## src/rtl/if_fetch_queue.sv

```systemverilog
// Fetch front end: owns the fetch PC, issues word fetches to a 1-cycle imem and queues
// {PC+4, instr} pairs for decode. Optional `IF_FETCH_STATS_EN adds FetchCount/FlushCount.
module if_fetch_queue #(
  parameter int          DEPTH    = 4,
  parameter logic [31:0] RESET_PC = 32'h0
) (
  input  logic        Clk,
  input  logic        Rst,
  input  logic        Redirect,
  input  logic [31:0] RedirectAddr,
  output logic        IMemReq,
  output logic [31:0] IMemAddr,
  input  logic [31:0] IMemInstr,
  output logic [31:0] PCValue,
  output logic        Valid_out,
  input  logic        Ready_in,
  output logic [31:0] Instr_out,
  output logic [31:0] PC_out
`ifdef IF_FETCH_STATS_EN
  ,
  output logic [31:0] FetchCount,
  output logic [31:0] FlushCount
`endif
);

  localparam int PW = $clog2(DEPTH);
  localparam int CW = PW + 1;
  localparam logic [CW:0] DEPTH_C = (CW+1)'(DEPTH);

  logic [31:0]   pc_q, pc_d;
  logic          inflight_q, inflight_d;
  logic [31:0]   tag_q, tag_d;
  logic [PW-1:0] rdPtr_q, rdPtr_d;
  logic [PW-1:0] wrPtr_q, wrPtr_d;
  logic [CW-1:0] count_q, count_d;
  logic [31:0]   lastInstr_q, lastInstr_d;
  logic [31:0]   lastPc_q, lastPc_d;
  logic [31:0]   fifoInstr_q [DEPTH];
  logic [31:0]   fifoPc_q [DEPTH];

  logic [CW:0]   occupancy;
  logic          notEmpty;
  logic          issue;
  logic          push;
  logic          pop;
  logic [31:0]   redirectPc;

  // Credit rule: queued entries plus the in-flight response never exceed DEPTH,
  // so the FIFO cannot overflow and needs no full check on push.
  always_comb begin
    occupancy  = {1'b0, count_q} + {{CW{1'b0}}, inflight_q};
    notEmpty   = (count_q != '0);
    issue      = Rst && !Redirect && (occupancy < DEPTH_C);
    push       = inflight_q && !Redirect;
    pop        = notEmpty && Ready_in && !Redirect;
    redirectPc = RedirectAddr & 32'hFFFF_FFFC;
  end

  always_comb begin
    pc_d        = pc_q;
    inflight_d  = inflight_q;
    tag_d       = tag_q;
    rdPtr_d     = rdPtr_q;
    wrPtr_d     = wrPtr_q;
    count_d     = count_q;
    lastInstr_d = lastInstr_q;
    lastPc_d    = lastPc_q;

    if (Redirect) begin
      pc_d       = redirectPc;
      inflight_d = 1'b0;
      rdPtr_d    = '0;
      wrPtr_d    = '0;
      count_d    = '0;
    end else begin
      if (issue) begin
        pc_d  = pc_q + 32'd4;
        tag_d = pc_q + 32'd4;
      end
      inflight_d = issue;
      if (push) wrPtr_d = wrPtr_q + PW'(1);
      if (pop)  rdPtr_d = rdPtr_q + PW'(1);
      case ({push, pop})
        2'b10:   count_d = count_q + CW'(1);
        2'b01:   count_d = count_q - CW'(1);
        default: count_d = count_q;
      endcase
    end

    // Remember the head being retired so the outputs hold it while the queue is empty.
    if (notEmpty && (pop || Redirect)) begin
      lastInstr_d = fifoInstr_q[rdPtr_q];
      lastPc_d    = fifoPc_q[rdPtr_q];
    end
  end

  always_ff @(posedge Clk) begin
    if (!Rst) begin
      pc_q        <= RESET_PC;
      inflight_q  <= 1'b0;
      tag_q       <= 32'h0;
      rdPtr_q     <= '0;
      wrPtr_q     <= '0;
      count_q     <= '0;
      lastInstr_q <= 32'h0;
      lastPc_q    <= 32'h0;
    end else begin
      pc_q        <= pc_d;
      inflight_q  <= inflight_d;
      tag_q       <= tag_d;
      rdPtr_q     <= rdPtr_d;
      wrPtr_q     <= wrPtr_d;
      count_q     <= count_d;
      lastInstr_q <= lastInstr_d;
      lastPc_q    <= lastPc_d;
    end
  end

  always_ff @(posedge Clk) begin
    if (push) begin
      fifoInstr_q[wrPtr_q] <= IMemInstr;
      fifoPc_q[wrPtr_q]    <= tag_q;
    end
  end

`ifdef IF_FETCH_STATS_EN
  logic [31:0] fetchCount_q, fetchCount_d;
  logic [31:0] flushCount_q, flushCount_d;

  // A flush discards every queued entry plus any response still in flight.
  always_comb begin
    fetchCount_d = fetchCount_q;
    flushCount_d = flushCount_q;
    if (pop)      fetchCount_d = fetchCount_q + 32'd1;
    if (Redirect) flushCount_d = flushCount_q + 32'(occupancy);
  end

  always_ff @(posedge Clk) begin
    if (!Rst) begin
      fetchCount_q <= 32'h0;
      flushCount_q <= 32'h0;
    end else begin
      fetchCount_q <= fetchCount_d;
      flushCount_q <= flushCount_d;
    end
  end

  assign FetchCount = fetchCount_q;
  assign FlushCount = flushCount_q;
`endif

  assign IMemReq   = issue;
  assign IMemAddr  = pc_q;
  assign PCValue   = pc_q;
  assign Valid_out = notEmpty;
  assign Instr_out = notEmpty ? fifoInstr_q[rdPtr_q] : lastInstr_q;
  assign PC_out    = notEmpty ? fifoPc_q[rdPtr_q] : lastPc_q;

endmodule
```

## config.mk

```make
export PLATFORM = sky130hd
export DESIGN_NAME = if_fetch_queue
export DESIGN_NICKNAME = d
export VERILOG_FILES = /design/src/rtl/if_fetch_queue.sv
export SDC_FILE = /design/constraint.sdc
export NUM_CORES = 1
export LEC_CHECK = 0
export ABC_AREA = 1
export CAP_MARGIN = 20
export CORE_ASPECT_RATIO = 1.2
export CORE_MARGIN = 10
export CORE_UTILIZATION = 55
export DETAILED_ROUTE_END_ITERATION = 16
export PLACE_DENSITY = 0.79
export SLEW_MARGIN = 20
export SYNTH_ARGS = -nofsm -noshare
export SYNTH_HDL_FRONTEND = slang
export SYNTH_SLANG_ARGS = --single-unit
```

## constraint.sdc

```tcl
create_clock -name Clk -period 5.16 [get_ports Clk]
set_input_delay 1.032 -clock Clk [delete_from_list [all_inputs] [get_ports Clk]]
set_output_delay 1.032 -clock Clk [all_outputs]
set_load 0.01 [all_outputs]
```

==> summary.md <==
| Metric | Value |
|---|---|
| Detailed Route Iter0 Violations | `796` |
| Clk Latency, worst-skew pair | `0.51 ns` |
| Post-synthesis area per instance | `10.3 µm²` |
| Multi-input gate area | `0.00469 mm²` |
| Slew Limit Fails | `0` |
| CTS max path bufs | `3` |
| Crit. End Element | `output port` |
| CTS tree | `built` |
| Post-CTS Setup Bufs | `0` |
| Clock buffer count from CTS | `36` |
| Max Clock Skew | `0.0105 ns` |
| Register area share after synthesis | `64.3%` |
| Hold Crit Class | `reg -> reg` |
| Slew @ Worst Pin | `0.974 ns` |
| Final nets | `1725` |
| Gr usage total | `20.0%` |
| CTS clock-pin slew for the worst setup and hold paths | `0.06 ns` |
| WP data arrival | `2.97 ns` |
| Worst-path fanout max | `40` |
| Max-cap viol count | `0` |
| Post-Place Cells | `1991` |
| Final worst-path cycle share | `77.5%` |
| Final Instance Area | `0.0188 mm²` |
| Chip width | `174 µm` |
| Largest net degree at the start of global routing | `89` |
| Final core utilization | `67.1%` |
| Synth Cell Area | `0.0157 mm²` |
| Hold_buf cts | `0` |
| Port-buffer cells | `189` |
| Maximum clock frequency | `250 MHz` |
| TritonCTS sink count | `380` |
| YS warnings | `0` |
| Max-slew headroom | `35.0%` |
| First-pass GRT wire length | `58400 µm` |
| Static Leak | `6.83 nW` |
| Power Total | `6.36 mW` |
| Distinct cells, synth | `35` |
| Chip height | `205 µm` |
| Setup TNS | `0 ns` |
| P per Cell Area | `338 mW/mm²` |
| DP Wirelength | `22900 µm` |
| Startpoint Class | `flop` |
| VDD IR max | `217 µV` |
| Number of global-route vias before repair | `11571` |
| Core area | `0.0280 mm²` |
| # rows | `67` |
| Placer congestion estimate | `0.903` |
| Post-DP Area | `0.0176 mm²` |
| Post-route minimum period | `4.00 ns` |
| Wirelength per Cell | `17.7 µm` |
| I/O pins | `198` |
| Layout cells sized above 1 | `6.50%` |
| DRT Pass-1 Iters | `5` |
| Synthesized flop and latch total | `380` |
| Resize count post-CTS | `0` |
| Setup violations, final | `0` |
| CTS Root Cell | `clkbuf_16` |
| Initial Util | `56.0%` |
| Outcome | `finished clean` |
| Vias per Instance | `5.55` |
| Mapped Cells | `1521` |
| Routed Antenna Nets | `0` |
| Die area | `0.0357 mm²` |
| Crit path required time | `4.13 ns` |
| Drt total wl | `36400 µm` |
| RSZ-0062 raised after global routing | `no` |
| Finished Layout Cells | `2056` |
| Vias | `11421` |
| H-Tree Depth | `2` |
| DRC | `0` |
| Final hold vios | `0` |
| FF+latch area | `0.0101 mm²` |
| GRT Residual Overflow | `0` |
| Antenna violations before repair | `0` |
| Kind of critical path | `reg -> out` |
| FILL cells | `2159` |
| Area grow syn2layout | `19.9%` |
power breakdown:
group / switching, mW / internal (mW)
sequential: 0.0536 / 3.29
clock: 1.06 / 1.55
combinational: 0.206 / 0.196
worst paths after layout:
path                            depth (start not counted)  startpoint          to  slack [ns]
worst max-delay path                                    5        flop   PC_out[7]        1.16
worst min-delay path                                    2  rdPtr_q[1]  rdPtr_q[1]        0.47
worst max register to register                          9  count_q[2]  count_q[1]        2.63
worst min register to register                          2  rdPtr_q[1]  rdPtr_q[1]        0.47
metal layers:
metal	vias to the layer above	share of wire, %	track usage (%)	wire [µm]
met1	5409	41	24.3	15000
met3	62	7.8	4.77	2840
met5	-	0	0	0
met2	426	48	34.5	17700
met4	0	2.5	6.66	921
li1	5524	-	-	-
placed cells by master (no fill, tap or decap), types with 2 or more instances in the layout:
cell type / synthesis / final
a32o_1: 62 / 62
and2_1: 2 / 2
inv_1: 57 / 57
ha_1: 6 / 6
a21oi_1: 163 / 163
o21ai_1: 12 / 12
a31oi_1: 7 / 7
nor2_4: 5 / 9
nor2_1: 43 / 39
clkinvlp_2: 0 / 2
clkinv_1: 0 / 4
clkdlybuf4s50_1: 0 / 188
buf_12: 0 / 5
clkbuf_16: 0 / 37
edfxtp_1: 248 / 248
o21ai_0: 147 / 147
nand3_2: 2 / 2
dfxtp_1: 132 / 131
nand2_1: 441 / 441
clkbuf_1: 43 / 4
buf_4: 42 / 18
nor3_1: 2 / 2
nor2_2: 4 / 4
inv_2: 3 / 2
conb_1: 1 / 6
nand2_2: 4 / 4
bufinv_16: 0 / 4
clkbuf_8: 0 / 3
nand3_1: 44 / 44
clkinv_2: 1 / 11
through the flow:
stage | setup slack (ns) | hold slack, ns
2_1_floorplan | 0.809 | 0.436
3_3_place_gp | 1.36 | 0.452
3_5_place_dp | 1.37 | 0.457
4_1_cts | 1.09 | 0.468
5_1_grt | 0.994 | 0.502
6_report | 1.16 | 0.467
critical path: stages (launching register included):
cell             delay [ns]
dfxtp_1                0.32
clkinv_2               0.46
buf_4                  0.45
a32o_1                 0.32
o21ai_0                0.29
clkdlybuf4s50_1        0.61
flip-flops by register name (all words and copies together) (netlist names), named ones only:
| signal | flops |
|---|---|
| lastPc_q | 30 |
| IMemAddr | 30 |
| lastInstr_q | 32 |
| tag_q | 30 |
| fifoInstr_q | 128 |
| rdPtr_q | 2 |
| fifoPc_q | 120 |
| inflight_q | 1 |
| count_q | 3 |
| wrPtr_q | 2 |
cell families (layout without fill, tap and decap cells):
kind of cell / after synthesis / after routing / share of synthesized area (%)
adders and majority gates: 7 / 7 / 0.606
xor gates and xnor gates: 2 / 2 / 0.112
and+or+nand+nor: 550 / 550 / 14.2
AOI/OAI and AO/OA: 394 / 394 / 14.7
DFF: 380 / 380 / 64.3
other: 1 / 7 / 0.0239
buffers and inverters: 187 / 337 / 6.03
cell usage after synthesis:
library cell	instances	area, µm²
nor2_1	43	161
clkinv_2	1	5.00
a32o_1	62	621
a21oi_4	1	16.3
nand3_2	2	20.0
xor2_1	1	8.76
a31oi_1	7	43.8
nand3_1	44	220
nor3_4	1	16.3
buf_2	26	130
nor2_2	4	25.0
ha_1	6	75.1
inv_2	3	11.3
and2_1	2	12.5
o211ai_1	1	7.51
xnor2_1	1	8.76
nor3_1	2	10.0
a21oi_1	163	816
edfxtp_1	248	7450
or2_2	1	6.26
o21ai_1	12	60.1
buf_6	7	78.8
inv_1	57	214
dfxtp_1	132	2640
o21ai_0	147	736
buf_4	42	315
clkbuf_1	43	161
fa_1	1	20.0
nand2_2	4	25.0
conb_1	1	3.75
a21oi_2	1	8.76
buf_1	8	30.0
nor2_4	5	56.3
nand2_1	441	1660
nand2_4	1	11.3
layout make-up:
| class | count | area share [%] |
|---|---|---|
| Sequential cell | 380 | 53.7 |
| Multi-Input combinational cell | 959 | 25.0 |
| Timing Repair Buffer | 212 | 11.3 |
| Clock buffer | 44 | 5.23 |
| Tap cell | 379 | 2.52 |
| Inverter | 61 | 1.23 |
| Clock inverter | 20 | 1.05 |
| Antenna cell | 1 | 0.0133 |
No activity file was read; power rests on OpenSTA's default activity.
